--- config.mk ---
export PLATFORM = sky130hd
export DESIGN_NAME = id_ex_stage
export DESIGN_NICKNAME = d
export VERILOG_FILES = /design/src/rtl/mips_pkg.sv /design/src/rtl/fwd_unit.sv /design/src/rtl/id_ex_stage.sv
export SDC_FILE = /design/constraint.sdc
export NUM_CORES = 1
export LEC_CHECK = 0
export ABC_AREA = 1
export ABC_CLOCK_PERIOD_IN_PS = 9200
export CORE_MARGIN = 2
export CORE_UTILIZATION = 45
export CTS_CLUSTER_DIAMETER = 80
export DETAILED_ROUTE_END_ITERATION = 16
export MAX_ROUTING_LAYER = met4
export PLACE_DENSITY = 0.83
export SLEW_MARGIN = 25
export SYNTH_ARGS = -nofsm -noshare
export SYNTH_HDL_FRONTEND = slang
export SYNTH_SLANG_ARGS = --single-unit
--- constraint.sdc ---
create_clock -name clk -period 9.2 [get_ports clk]
set_clock_uncertainty 0.15 [all_clocks]
set_input_delay 1.84 -clock clk [delete_from_list [all_inputs] [get_ports clk]]
set_output_delay 1.84 -clock clk [all_outputs]
set_load 0.005 [all_outputs]
--- src/rtl/mips_pkg.sv ---
// Shared MIPS datapath constants, ALU opcodes, forward-select encoding and stage payloads.
package mips_pkg;

  localparam int unsigned DATA_W     = 32;
  localparam int unsigned REG_AW     = 5;
  localparam int unsigned SHAMT_W    = 5;
  localparam int unsigned ALU_CTRL_W = 4;

  localparam logic [ALU_CTRL_W-1:0] ALU_AND  = 4'd0;
  localparam logic [ALU_CTRL_W-1:0] ALU_OR   = 4'd1;
  localparam logic [ALU_CTRL_W-1:0] ALU_ADD  = 4'd2;
  localparam logic [ALU_CTRL_W-1:0] ALU_SUB  = 4'd6;
  localparam logic [ALU_CTRL_W-1:0] ALU_SLT  = 4'd7;
  localparam logic [ALU_CTRL_W-1:0] ALU_SRA  = 4'd11;
  localparam logic [ALU_CTRL_W-1:0] ALU_NOR  = 4'd12;
  localparam logic [ALU_CTRL_W-1:0] ALU_XNOR = 4'd13;
  localparam logic [ALU_CTRL_W-1:0] ALU_SLL  = 4'd14;
  localparam logic [ALU_CTRL_W-1:0] ALU_SRL  = 4'd15;

  // Operand source chosen by the forwarding unit.
  typedef enum logic [1:0] {
    FWD_REG = 2'd0,
    FWD_MEM = 2'd1,
    FWD_WB  = 2'd2
  } fwd_sel_e;

  // Control bits carried from ID into EX.
  typedef struct packed {
    logic valid;
    logic reg_write;
    logic mem_read;
    logic mem_write;
    logic mem_to_reg;
    logic alu_src;
  } ex_ctrl_t;

endpackage

--- src/rtl/fwd_unit.sv ---
// Forward-select generation for two source operands; EX/MEM beats MEM/WB, r0 never forwards.
module fwd_unit
  import mips_pkg::*;
#(
  parameter int unsigned REG_AW = mips_pkg::REG_AW
) (
  input  logic [REG_AW-1:0] rs,
  input  logic [REG_AW-1:0] rt,
  input  logic              exmem_reg_write,
  input  logic [REG_AW-1:0] exmem_rd,
  input  logic              memwb_reg_write,
  input  logic [REG_AW-1:0] memwb_rd,
  output fwd_sel_e          sel_rs_c,
  output fwd_sel_e          sel_rt_c
);

  logic mem_ok_c;
  logic wb_ok_c;

  assign mem_ok_c = exmem_reg_write && (exmem_rd != '0);
  assign wb_ok_c  = memwb_reg_write && (memwb_rd != '0);

  // Independent priority select for each operand.
  always_comb begin
    sel_rs_c = FWD_REG;
    sel_rt_c = FWD_REG;
    if (mem_ok_c && (exmem_rd == rs))     sel_rs_c = FWD_MEM;
    else if (wb_ok_c && (memwb_rd == rs)) sel_rs_c = FWD_WB;
    if (mem_ok_c && (exmem_rd == rt))     sel_rt_c = FWD_MEM;
    else if (wb_ok_c && (memwb_rd == rt)) sel_rt_c = FWD_WB;
  end

endmodule

--- src/rtl/id_ex_stage.sv ---
// ID/EX pipeline register with load-use bubble insertion and ALU operand forwarding.
module id_ex_stage
  import mips_pkg::*;
#(
  parameter int unsigned DATA_W = mips_pkg::DATA_W,
  parameter int unsigned REG_AW = mips_pkg::REG_AW
) (
  input  logic                  clk,
  input  logic                  rst,
  input  logic                  stall,
  input  logic                  flush,
  input  logic                  id_valid,
  input  logic [DATA_W-1:0]     id_rs_data,
  input  logic [DATA_W-1:0]     id_rt_data,
  input  logic [DATA_W-1:0]     id_imm,
  input  logic [REG_AW-1:0]     id_rs,
  input  logic [REG_AW-1:0]     id_rt,
  input  logic [REG_AW-1:0]     id_rd,
  input  logic [SHAMT_W-1:0]    id_shamt,
  input  logic [ALU_CTRL_W-1:0] id_alu_ctrl,
  input  logic                  id_alu_src,
  input  logic                  id_reg_dst,
  input  logic                  id_reg_write,
  input  logic                  id_mem_read,
  input  logic                  id_mem_write,
  input  logic                  id_mem_to_reg,
  input  logic                  exmem_reg_write,
  input  logic [REG_AW-1:0]     exmem_rd,
  input  logic [DATA_W-1:0]     exmem_alu_out,
  input  logic                  memwb_reg_write,
  input  logic [REG_AW-1:0]     memwb_rd,
  input  logic [DATA_W-1:0]     memwb_data,
  output logic [DATA_W-1:0]     alu_a,
  output logic [DATA_W-1:0]     alu_b,
  output logic [ALU_CTRL_W-1:0] alu_ctrl,
  output logic [SHAMT_W-1:0]    alu_shamt,
  output logic [DATA_W-1:0]     ex_store_data,
  output logic [REG_AW-1:0]     ex_dest,
  output logic                  ex_valid,
  output logic                  ex_reg_write,
  output logic                  ex_mem_read,
  output logic                  ex_mem_write,
  output logic                  ex_mem_to_reg,
  output logic                  load_use_hazard
);

  logic [DATA_W-1:0]     rs_data_q;
  logic [DATA_W-1:0]     rt_data_q;
  logic [DATA_W-1:0]     imm_q;
  logic [REG_AW-1:0]     rs_q;
  logic [REG_AW-1:0]     rt_q;
  logic [REG_AW-1:0]     dest_q;
  logic [SHAMT_W-1:0]    shamt_q;
  logic [ALU_CTRL_W-1:0] alu_ctrl_q;
  ex_ctrl_t              ctrl_q;

  ex_ctrl_t              ctrl_d;
  logic [DATA_W-1:0]     rs_capture_c;
  logic [DATA_W-1:0]     rt_capture_c;
  logic                  wb_through_ok_c;
  logic                  bubble_c;
  fwd_sel_e              sel_rs_c;
  fwd_sel_e              sel_rt_c;
  logic [DATA_W-1:0]     fwd_rs_c;
  logic [DATA_W-1:0]     fwd_rt_c;

  // A load in EX whose destination feeds the instruction in ID must wait a cycle.
  assign load_use_hazard = ~stall & id_valid & ctrl_q.valid & ctrl_q.mem_read &
                           (dest_q != '0) & ((dest_q == id_rs) | (dest_q == id_rt));

  assign bubble_c = flush | load_use_hazard;

  // Decoded control is only meaningful for a real instruction.
  always_comb begin
    ctrl_d            = '0;
    ctrl_d.valid      = id_valid;
    ctrl_d.reg_write  = id_reg_write  & id_valid;
    ctrl_d.mem_read   = id_mem_read   & id_valid;
    ctrl_d.mem_write  = id_mem_write  & id_valid;
    ctrl_d.mem_to_reg = id_mem_to_reg & id_valid;
    ctrl_d.alu_src    = id_alu_src    & id_valid;
  end

  // Register-file write in the same cycle as the read: take the value being written.
  assign wb_through_ok_c = memwb_reg_write && (memwb_rd != '0);
  always_comb begin
    rs_capture_c = id_rs_data;
    rt_capture_c = id_rt_data;
    if (wb_through_ok_c && (memwb_rd == id_rs)) rs_capture_c = memwb_data;
    if (wb_through_ok_c && (memwb_rd == id_rt)) rt_capture_c = memwb_data;
  end

  // Stage register: reset > stall hold > bubble > capture.
  always_ff @(posedge clk or posedge rst) begin
    if (rst) begin
      rs_data_q  <= '0;
      rt_data_q  <= '0;
      imm_q      <= '0;
      rs_q       <= '0;
      rt_q       <= '0;
      dest_q     <= '0;
      shamt_q    <= '0;
      alu_ctrl_q <= '0;
      ctrl_q     <= '0;
    end else if (stall) begin
      rs_data_q  <= rs_data_q;
      rt_data_q  <= rt_data_q;
      imm_q      <= imm_q;
      rs_q       <= rs_q;
      rt_q       <= rt_q;
      dest_q     <= dest_q;
      shamt_q    <= shamt_q;
      alu_ctrl_q <= alu_ctrl_q;
      ctrl_q     <= ctrl_q;
    end else if (bubble_c) begin
      rs_data_q  <= '0;
      rt_data_q  <= '0;
      imm_q      <= '0;
      rs_q       <= '0;
      rt_q       <= '0;
      dest_q     <= '0;
      shamt_q    <= '0;
      alu_ctrl_q <= '0;
      ctrl_q     <= '0;
    end else begin
      rs_data_q  <= rs_capture_c;
      rt_data_q  <= rt_capture_c;
      imm_q      <= id_imm;
      rs_q       <= id_rs;
      rt_q       <= id_rt;
      dest_q     <= id_reg_dst ? id_rd : id_rt;
      shamt_q    <= id_shamt;
      alu_ctrl_q <= id_alu_ctrl;
      ctrl_q     <= ctrl_d;
    end
  end

  fwd_unit #(
    .REG_AW(REG_AW)
  ) u_fwd (
    .rs              (rs_q),
    .rt              (rt_q),
    .exmem_reg_write (exmem_reg_write),
    .exmem_rd        (exmem_rd),
    .memwb_reg_write (memwb_reg_write),
    .memwb_rd        (memwb_rd),
    .sel_rs_c        (sel_rs_c),
    .sel_rt_c        (sel_rt_c)
  );

  // Operand muxes driven by the forward selects.
  always_comb begin
    fwd_rs_c = rs_data_q;
    fwd_rt_c = rt_data_q;
    case (sel_rs_c)
      FWD_MEM: fwd_rs_c = exmem_alu_out;
      FWD_WB:  fwd_rs_c = memwb_data;
      default: fwd_rs_c = rs_data_q;
    endcase
    case (sel_rt_c)
      FWD_MEM: fwd_rt_c = exmem_alu_out;
      FWD_WB:  fwd_rt_c = memwb_data;
      default: fwd_rt_c = rt_data_q;
    endcase
  end

  assign alu_a         = fwd_rs_c;
  assign alu_b         = ctrl_q.alu_src ? imm_q : fwd_rt_c;
  assign ex_store_data = fwd_rt_c;
  assign alu_ctrl      = alu_ctrl_q;
  assign alu_shamt     = shamt_q;
  assign ex_dest       = dest_q;
  assign ex_valid      = ctrl_q.valid;
  assign ex_reg_write  = ctrl_q.reg_write;
  assign ex_mem_read   = ctrl_q.mem_read;
  assign ex_mem_write  = ctrl_q.mem_write;
  assign ex_mem_to_reg = ctrl_q.mem_to_reg;

endmodule
==> impl_metrics.tcl, run 1 <==
set metrics [dict create \
    outcome "complete, no violations" \
    viasPerCell 5.62 \
    start_kind "input port" \
    yosysUniqueCellTypes 30 \
    dp_slack_ps 2370 \
    detailedRoute.firstPassIterationCount 6 \
    whs_endpoint "ex_reg_write" \
    final_instance_count_excl_fillers 1811 \
    drt-total-wl_um 34200 \
    yosys_warnings 0 \
    floorplan.rows 51 \
    met1_usage_pct 41.6 \
    antenna_violations_before_repair 1 \
    reg2reg_end "imm_q[21]" \
    yosys.area.top_type "dfrtp_1" \
    power-per-cell-area_nw_per_um2 143 \
    crit_path_cell_trace "clkdlybuf4s50_1, nor2_1, nand3b_1, nand2_1, nor3_1, nand2_2, inv_2, nand2_1, nand3_1, clkdlybuf4s50_1" \
    post_synth.cell_area_avg_um2 6.92 \
    cp_slowest_cell "inv_2" \
    grt_setup_unrepaired "false" \
    synth.yosys.seq_area_share_pct 35.7 \
    post_synth_instance_area_um2 8840 \
    placed_cells_incl_taps 1777 \
    wl_per_cell_um 18.9 \
    cts_resized 0 \
    final-setup-viol-count 0 \
    detailedPlacementHpwl_um 22300 \
    synth-main-ff-cell "dfrtp_1" \
    fillerInstances 1798 \
    slew_headroom_pct 35.1 \
    worst_r2r_path_depth 8 \
    final.setup.tns_ps 0 \
    floorplan.core_area_um2 19400 \
    antenna_left 0 \
    setup_slack_of_the_worst_register_to_register_path_ps 6440 \
    max_stage_delay_ps 750 \
    cts_post_setup_buffers_inserted 0 \
    vdd.ir_drop.worst_mv 0.123 \
    worst_slack_ps 2310 \
    worstMarginPinSlew_ps 971 \
    area_share_of_the_largest_cell_type_after_synthesis_pct 35.7 \
    finish.utilization_pct 63.6 \
    drive_gt1_share_pct 6.28 \
    initial_core_util_pct 45.6 \
    postSynthCellCount 1278 \
    setup.worst_path.class "input port to primary output" \
    cts-hold-fix-buffers 0 \
    synth_enable_flop_cells 0 \
    cts_htree_levels 4 \
    io-pin-count 323 \
    io_buffer_count 322 \
    globalplace.congestion 0.932 \
    global_route_met3_usage_pct 7.19 \
    global_route.usage.total_pct 33.3 \
    cts_inserted_buffers 17 \
    ys_top_cells_by_area "dfrtp_1, nand2_1, nand3_1" \
    hold_class "register to register" \
    dieArea_um2 20800 \
    cts_tree "built" \
    finalHoldViolations 0 \
    cts-root-buf "clkbuf_16" \
    global_route_met2_utilization_pct 52.9 \
    grt-busiest-layer "met2" \
    synth-seq-cells 126 \
    die_height_um 144 \
    fp.dieW_um 144 \
    timing.final.crit_share_pct 74.8 \
    clockBufferDepth 2 \
    hold_path.startpoint "ex_reg_write" \
    vias 10176 \
    layout_min_cycle_time_ps 6890 \
    grt_start_max_net_pins 86 \
    global_route_wire_length_before_repair_um 52000 \
    max_cap_violations 0 \
    total_leakage_power_nw 6.15 \
    cts.sink_count 126 \
    num-nets-final 1739 \
    synth_fp_nets 1485 \
    cp_max_fo 34 \
    number_of_drc_markers_after_the_initial_detailed_route_iteration 878 \
    drc_markers 0 \
    cts.reportedPaths.clkPinSlew_ps 60 \
    yosys.cell_count.top_type "nand2_1" \
    synth_async_sr_flop_share_pct 100 \
    detailed_place.area_um2 11700 \
    max_slew_violation_count 0 \
    timing.critical_path.to_type "primary output" \
    highest_clock_rate_mhz 145 \
    grt_overflow 0 \
    area_growth_syn_to_layout_pct 39.6 \
    worst-endpoint-arrival_ps 4900 \
    hold-path-cell-count 2 \
    top_regs "imm_q x32, rs_data_q x32, rt_data_q x32" \
    via_count_of_the_first_global_routing_pass 9832 \
    rr_startpoint "ex_dest[2]" \
    synth_commonest_cells "nand2_1, nand3_1, dfrtp_1" \
    finished_cell_area_um2 12300 \
    clk-insertion-delay-late_ps 420 \
    critPathRequiredTime_ps 7210 \
]
==> power by group <==
group | internal [W] | total, W | switching, W
registers | 0.000598 | 0.000632 | 0.0000341
clock network | 0.000413 | 0.000680 | 0.000267
logic | 0.000235 | 0.000454 | 0.000220
total | 0.00125 | 0.00177 | 0.000520
==> critical path, delay by kind of cell <==
family                 cells  cell delay [ps]
and+or+nand+nor            7             1210
buffers and inverters      3             1810
==> metrics by stage <==
stage	total power (W)	hold WS [ps]
2_1_floorplan	0.000830	295
3_5_place_dp	0.00109	315
5_1_grt	0.00184	347
6_report	0.00177	327
4_1_cts	0.00177	331
3_3_place_gp	0.00108	311
==> per-layer routing <==
layer	wire length, um	part of all wire, %
met1	13300	39
met2	16000	47
met3	3590	10
met4	1280	3.7
met5	0	0
==> cell type report <==
class / count / area (um2) / area share, %
diodes: 1 / 2.50 / 0.0203
inverters: 27 / 106 / 0.862
flip-flops and latches: 126 / 3150 / 25.6
clock inverters: 13 / 140 / 1.14
well taps: 265 / 332 / 2.69
clock buffers: 19 / 453 / 3.67
repair buffers: 334 / 3330 / 27.0
multi-input cells: 1026 / 4820 / 39.1
==> cells in the final DEF, fill, tap and decap left out, types with 6 or more instances in the layout <==
cell	instances
clkbuf_16	17
dfrtp_1	125
inv_1	23
nand3_1	353
xor2_1	19
nand4_1	6
clkdlybuf4s50_1	321
xnor2_1	10
nand2_1	558
buf_4	12
nor2_1	10
nand3_2	32
o21ai_0	11
==> cell families after synthesis <==
| family | synth area share [%] |
|---|---|
| compound gates | 0.991 |
| xor+xnor | 2.87 |
| buf+inv | 10.2 |
| flops | 35.7 |
| mux | 0.255 |
| simple gates | 50.0 |
==> worst max path at each step <==
| stage | start | endpoint | slack [ps] | cells after the start |
|---|---|---|---|---|
| floorplan | rst | alu_ctrl[0] | 3850 | 1 |
| global placement | exmem_rd[2] | alu_a[2] | 2070 | 10 |
| detailed placement | exmem_rd[2] | alu_a[5] | 2370 | 10 |
| CTS | exmem_rd[2] | alu_a[0] | 2370 | 10 |
| global route | exmem_rd[0] | alu_a[11] | 2110 | 10 |
| finish | exmem_rd[2] | alu_a[0] | 2310 | 10 |
(Power assumes the default switching activity.)
==> run 2, diff against run 1 <==
Settings changed: ABC_CLOCK_PERIOD_IN_PS 9200 to 6100, CORE_UTILIZATION 45 to 41, PLACE_DENSITY 0.83 to 0.8.
Clock period 9.2 ns to 6.1 ns, I/O delays scaled along.
==> impl_metrics.tcl, run 2 (same netlist as run 1, synthesis figures left out) <==
set metrics [dict create \
    global_route_wire_length_before_repair_um 53000 \
    io_buffer_count 322 \
    drive_gt1_share_pct 6.68 \
    slew_headroom_pct 38.1 \
    floorplan.core_area_um2 21100 \
    grt_overflow 0 \
    worst-endpoint-arrival_ps 4060 \
    cts-root-buf "clkbuf_16" \
    antenna_left 0 \
    cts-hold-fix-buffers 0 \
    detailedRoute.firstPassIterationCount 5 \
    cts_tree "built" \
    final-setup-viol-count 0 \
    highest_clock_rate_mhz 184 \
    cp_slowest_cell "nand3_2" \
    vias 10169 \
    max_stage_delay_ps 660 \
    worstMarginPinSlew_ps 928 \
    outcome "complete, no violations" \
    start_kind "input port" \
    hold-worst-slack_ps 330 \
    io-pin-count 323 \
    global_route.usage.total_pct 30.8 \
    total_leakage_power_nw 6.23 \
    cts_post_setup_buffers_inserted 0 \
    vdd.ir_drop.worst_mv 0.189 \
    cts.sink_count 126 \
    final_instance_count_excl_fillers 1832 \
    power-per-cell-area_nw_per_um2 214 \
    top_regs "imm_q x32, rs_data_q x32, rt_data_q x32" \
    cts.reportedPaths.clkPinSlew_ps 60 \
    fp.dieW_um 151 \
    drt-total-wl_um 34300 \
    globalplace.congestion 0.933 \
    die_height_um 151 \
    clk-insertion-delay-late_ps 430 \
    number_of_drc_markers_after_the_initial_detailed_route_iteration 895 \
    cts_inserted_buffers 17 \
    via_count_of_the_first_global_routing_pass 9852 \
    cp_max_fo 31 \
    detailedPlacementHpwl_um 22900 \
    cp_common_cell "nand2_1" \
    setup.worst_path.class "input port to primary output" \
    detailed_place.area_um2 11800 \
    initial_core_util_pct 41.9 \
    floorplan.rows 53 \
    dieArea_um2 22800 \
    area_growth_syn_to_layout_pct 41.2 \
    cts_htree_levels 4 \
    hold_class "register to register" \
    final.setup.tns_ps 0 \
    timing.critical_path.to_type "primary output" \
    layout.cells.most_common "nand2_1" \
    drc_markers 0 \
    finalHoldViolations 0 \
    fillerInstances 1926 \
    finished_cell_area_um2 12500 \
    wl_per_cell_um 18.7 \
    antenna_violations_before_repair 0 \
    max_slew_violation_count 0 \
    timing.final.crit_share_pct 89.0 \
    num-nets-final 1751 \
    critPathRequiredTime_ps 4730 \
    layout.cells.most_common_list "nand2_1, nand3_1, clkdlybuf4s50_1" \
    placed_cells_incl_taps 1798 \
    crit_path_cell_trace "clkdlybuf4s50_1, inv_1, nand2_1, nand2_1, nor3_1, nand3_2, buf_4, nand3_1, nand3_2, nand2_1, nand2_1, clkdlybuf4s50_1" \
    viasPerCell 5.55 \
    diodes 0 \
    grt_setup_unrepaired "false" \
    grt_start_max_net_pins 96 \
    layout_min_cycle_time_ps 5430 \
    clockBufferDepth 2 \
    cts_resized 0 \
    max_cap_violations 0 \
]
[run 2: final timing paths]
| kind | endpoint | depth (start not counted) | slack [ps] | start |
|---|---|---|---|---|
| worst max register to register | imm_q[22] | 9 | 3270 | ex_dest[2] |
| worst min-delay path | alu_shamt[2] | 2 | 330 | alu_shamt[2] |
| max in group asynchronous | rs_data_q[3] | 3 | 3490 | rst |
| worst min register to register | alu_shamt[2] | 2 | 330 | alu_shamt[2] |
| worst max-delay path | alu_b[22] | 12 | 670 | memwb_rd[1] |
| min in group asynchronous | rs_data_q[22] | 2 | 1240 | rst |
[run 2: critical path: cells and delay by family]
family        cells  cell delay, ps
buf+inv           4            1500
simple gates      8            1310
[run 2: power by group]
group	internal (W)	total (W)	switching [W]
clock	0.000613	0.00102	0.000407
combinational	0.000361	0.000703	0.000341
sequential	0.000902	0.000945	0.0000436
[run 2: final cells by class]
type	instances	area, um2	share of cell area, %
inverters	27	106	0.852
clock buffers	19	443	3.55
clock inverters	13	140	1.12
multi-input cells	1026	4820	38.6
repair buffers	346	3480	27.9
flip-flops and latches	126	3150	25.3
well taps	275	344	2.76
[run 2: per-stage QoR]
stage | util [%] | setup WS (ps) | total power, W
6_report | 59.2 | 674 | 0.00267
5_1_grt | 59.2 | 470 | 0.00279
4_1_cts | 58.9 | 715 | 0.00267
3_5_place_dp | 56.2 | 714 | 0.00165
3_3_place_gp | 56.2 | 749 | 0.00164
2_1_floorplan | - | 1370 | 0.00125
[run 2: routing by layer]
metal,track usage (%),up-vias,share of wire [%]
met3,6.30,70,10
li1,-,4695,-
met5,-,-,0
met4,10.9,0,2.6
met1,40.1,4814,41
met2,48.0,590,47
==> run 3, diff against run 2 <==
Settings changed: CORE_ASPECT_RATIO set to 1.25.
==> impl_metrics.tcl, run 3 (same netlist as run 1, synthesis figures left out) <==
set metrics [dict create \
    outcome "complete, no violations" \
    global_route_wire_length_before_repair_um 53500 \
    finalHoldViolations 0 \
    detailedPlacementHpwl_um 23000 \
    layout.cells.most_common_list "nand2_1, nand3_1, clkdlybuf4s50_1" \
    dieArea_um2 22800 \
    globalplace.congestion 0.916 \
    initial_core_util_pct 41.5 \
    max_stage_delay_ps 550 \
    via_count_of_the_first_global_routing_pass 10147 \
    max_slew_violation_count 0 \
    fp.dieW_um 135 \
    global_route.usage.total_pct 30.9 \
    setup.worst_path.class "input port to primary output" \
    finished_cell_area_um2 12500 \
    cts_tree "built" \
    finish.utilization_pct 58.6 \
    antenna_left 0 \
    clockBufferDepth 2 \
    worstMarginPinSlew_ps 837 \
    timing.critical_path.to_type "primary output" \
    cts.reportedPaths.clkPinSlew_ps 60 \
    io_buffer_count 322 \
    worst_slack_ps 699 \
    cts_post_setup_buffers_inserted 0 \
    crit_path_cell_trace "clkdlybuf4s50_1, nor2_1, nand3b_1, nand2_1, nor3_1, nand2_2, nand2_1, inv_1, buf_12, nand2_1, nand3_1, clkdlybuf4s50_1" \
    io-pin-count 323 \
    detailedRoute.firstPassIterationCount 5 \
    grt_start_max_net_pins 82 \
    gate_family_responsible_for_the_most_delay_along_the_worst_path "buffers and inverters" \
    total_leakage_power_nw 6.25 \
    cts.sink_count 126 \
    highest_clock_rate_mhz 185 \
    wl_per_cell_um 18.8 \
    antenna_violations_before_repair 1 \
    power_switching_share_pct 29.1 \
    viasPerCell 5.53 \
    vdd.ir_drop.worst_mv 0.178 \
    cts_inserted_buffers 17 \
    num-nets-final 1749 \
    top_regs "imm_q x32, rs_data_q x32, rt_data_q x32" \
    power-per-cell-area_nw_per_um2 218 \
    cts_resized 0 \
    worst-path-buf-inv 4 \
    drive_gt1_share_pct 6.62 \
    worst-endpoint-arrival_ps 4030 \
    cp_max_fo 18 \
    drc_markers 0 \
    max_cap_violations 0 \
    dp_slack_ps 731 \
    cts-hold-fix-buffers 0 \
    p_seq_share_pct 34.8 \
    clk-insertion-delay-late_ps 430 \
    layout_min_cycle_time_ps 5400 \
    drt-total-wl_um 34500 \
    power.share.combinational_pct 25.8 \
    regArea_um2 3150 \
    number_of_drc_markers_after_the_initial_detailed_route_iteration 845 \
    start_kind "input port" \
    switchingPower_w 0.000792 \
    floorplan.rows 60 \
    placed_cells_incl_taps 1801 \
    hold_class "register to register" \
    die_height_um 168 \
    grt_setup_unrepaired "false" \
    final-setup-viol-count 0 \
    final_instance_count_excl_fillers 1835 \
    final.setup.tns_ps 0 \
    cts-root-buf "clkbuf_16" \
    cts_htree_levels 4 \
    critPathRequiredTime_ps 4730 \
    setup_slack_of_the_worst_register_to_register_path_ps 3270 \
    grt_overflow 0 \
    timing.final.crit_share_pct 88.5 \
    internal_power_summed_over_all_cells_w 0.00193 \
    cp_common_cell "nand2_1" \
    multi_input_comb_area_um2 4820 \
    layout.cells.most_common "nand2_1" \
    vias 10153 \
    floorplan.core_area_um2 21300 \
    fillerInstances 2040 \
    cp_slowest_cell "clkdlybuf4s50_1" \
    detailed_place.area_um2 11900 \
    p_clk_share_pct 39.4 \
    area_growth_syn_to_layout_pct 41.4 \
    slew_headroom_pct 44.1 \
]
## run 3: cell count changes in the layout (fill, tap and decap cells not counted)
cell	previous run	this run
clkinv_4	2	4
diode_2	0	1
buf_12	3	2
buf_4	20	19
clkbuf_8	1	2
clkbuf_1	1	0
clkinvlp_4	4	2
inv_6	3	2
bufinv_16	2	3
## run 3: power groups by stage
stage / logic [W] / registers, W / clock network [W]
detailed placement: 0.000693 / 0.000958 / 0
finish: 0.000703 / 0.000947 / 0.00107
floorplan: 0.000304 / 0.000948 / 0
global route: 0.000762 / 0.000952 / 0.00112
CTS: 0.000697 / 0.000945 / 0.00108
global placement: 0.000681 / 0.000956 / 0
## run 3: worst paths after layout
| path | from | to | cells after the start |
|---|---|---|---|
| setup / recovery | exmem_rd[2] | alu_a[29] | 12 |
| hold / removal | imm_q[22] | imm_q[22] | 2 |
| setup reg to reg | ex_dest[2] | rs_data_q[13] | 9 |
| hold reg to reg | imm_q[22] | imm_q[22] | 2 |
| max in group asynchronous | rst | rt_data_q[22] | 3 |
| min in group asynchronous | rst | alu_shamt[0] | 2 |
## run 3: per-stage QoR
stage	power, W	hold WS, ps
6_report	0.00272	329
5_1_grt	0.00284	348
4_1_cts	0.00273	331
3_5_place_dp	0.00165	315
3_3_place_gp	0.00164	308
2_1_floorplan	0.00125	295
## run 3: layer usage
metal	share of wire, %	vias up	global-route usage (%)	routed length, um
li1	-	4699	-	-
met1	38	4749	36.5	12900
met2	49	591	49.7	16800
met3	9.0	114	6.35	3090
met4	4.7	0	16.0	1620
met5	0	-	-	0
## run 3: worst register-to-register path: cells and delay by family, from the launching register on
kind | cells | cell delay [ps]
buf+inv | 3 | 1360
flops | 1 | 440
simple gates | 6 | 810
## run 3: cell type report
| cell class | instances | share of cell area, % |
|---|---|---|
| clock buffer | 19 | 3.62 |
| clock inverter | 13 | 1.31 |
| inverter | 27 | 0.851 |
| sequential | 126 | 25.2 |
| multi-input combinational | 1026 | 38.6 |
| timing repair buffer | 344 | 27.6 |
| antenna | 1 | 0.0200 |
| tap | 279 | 2.79 |
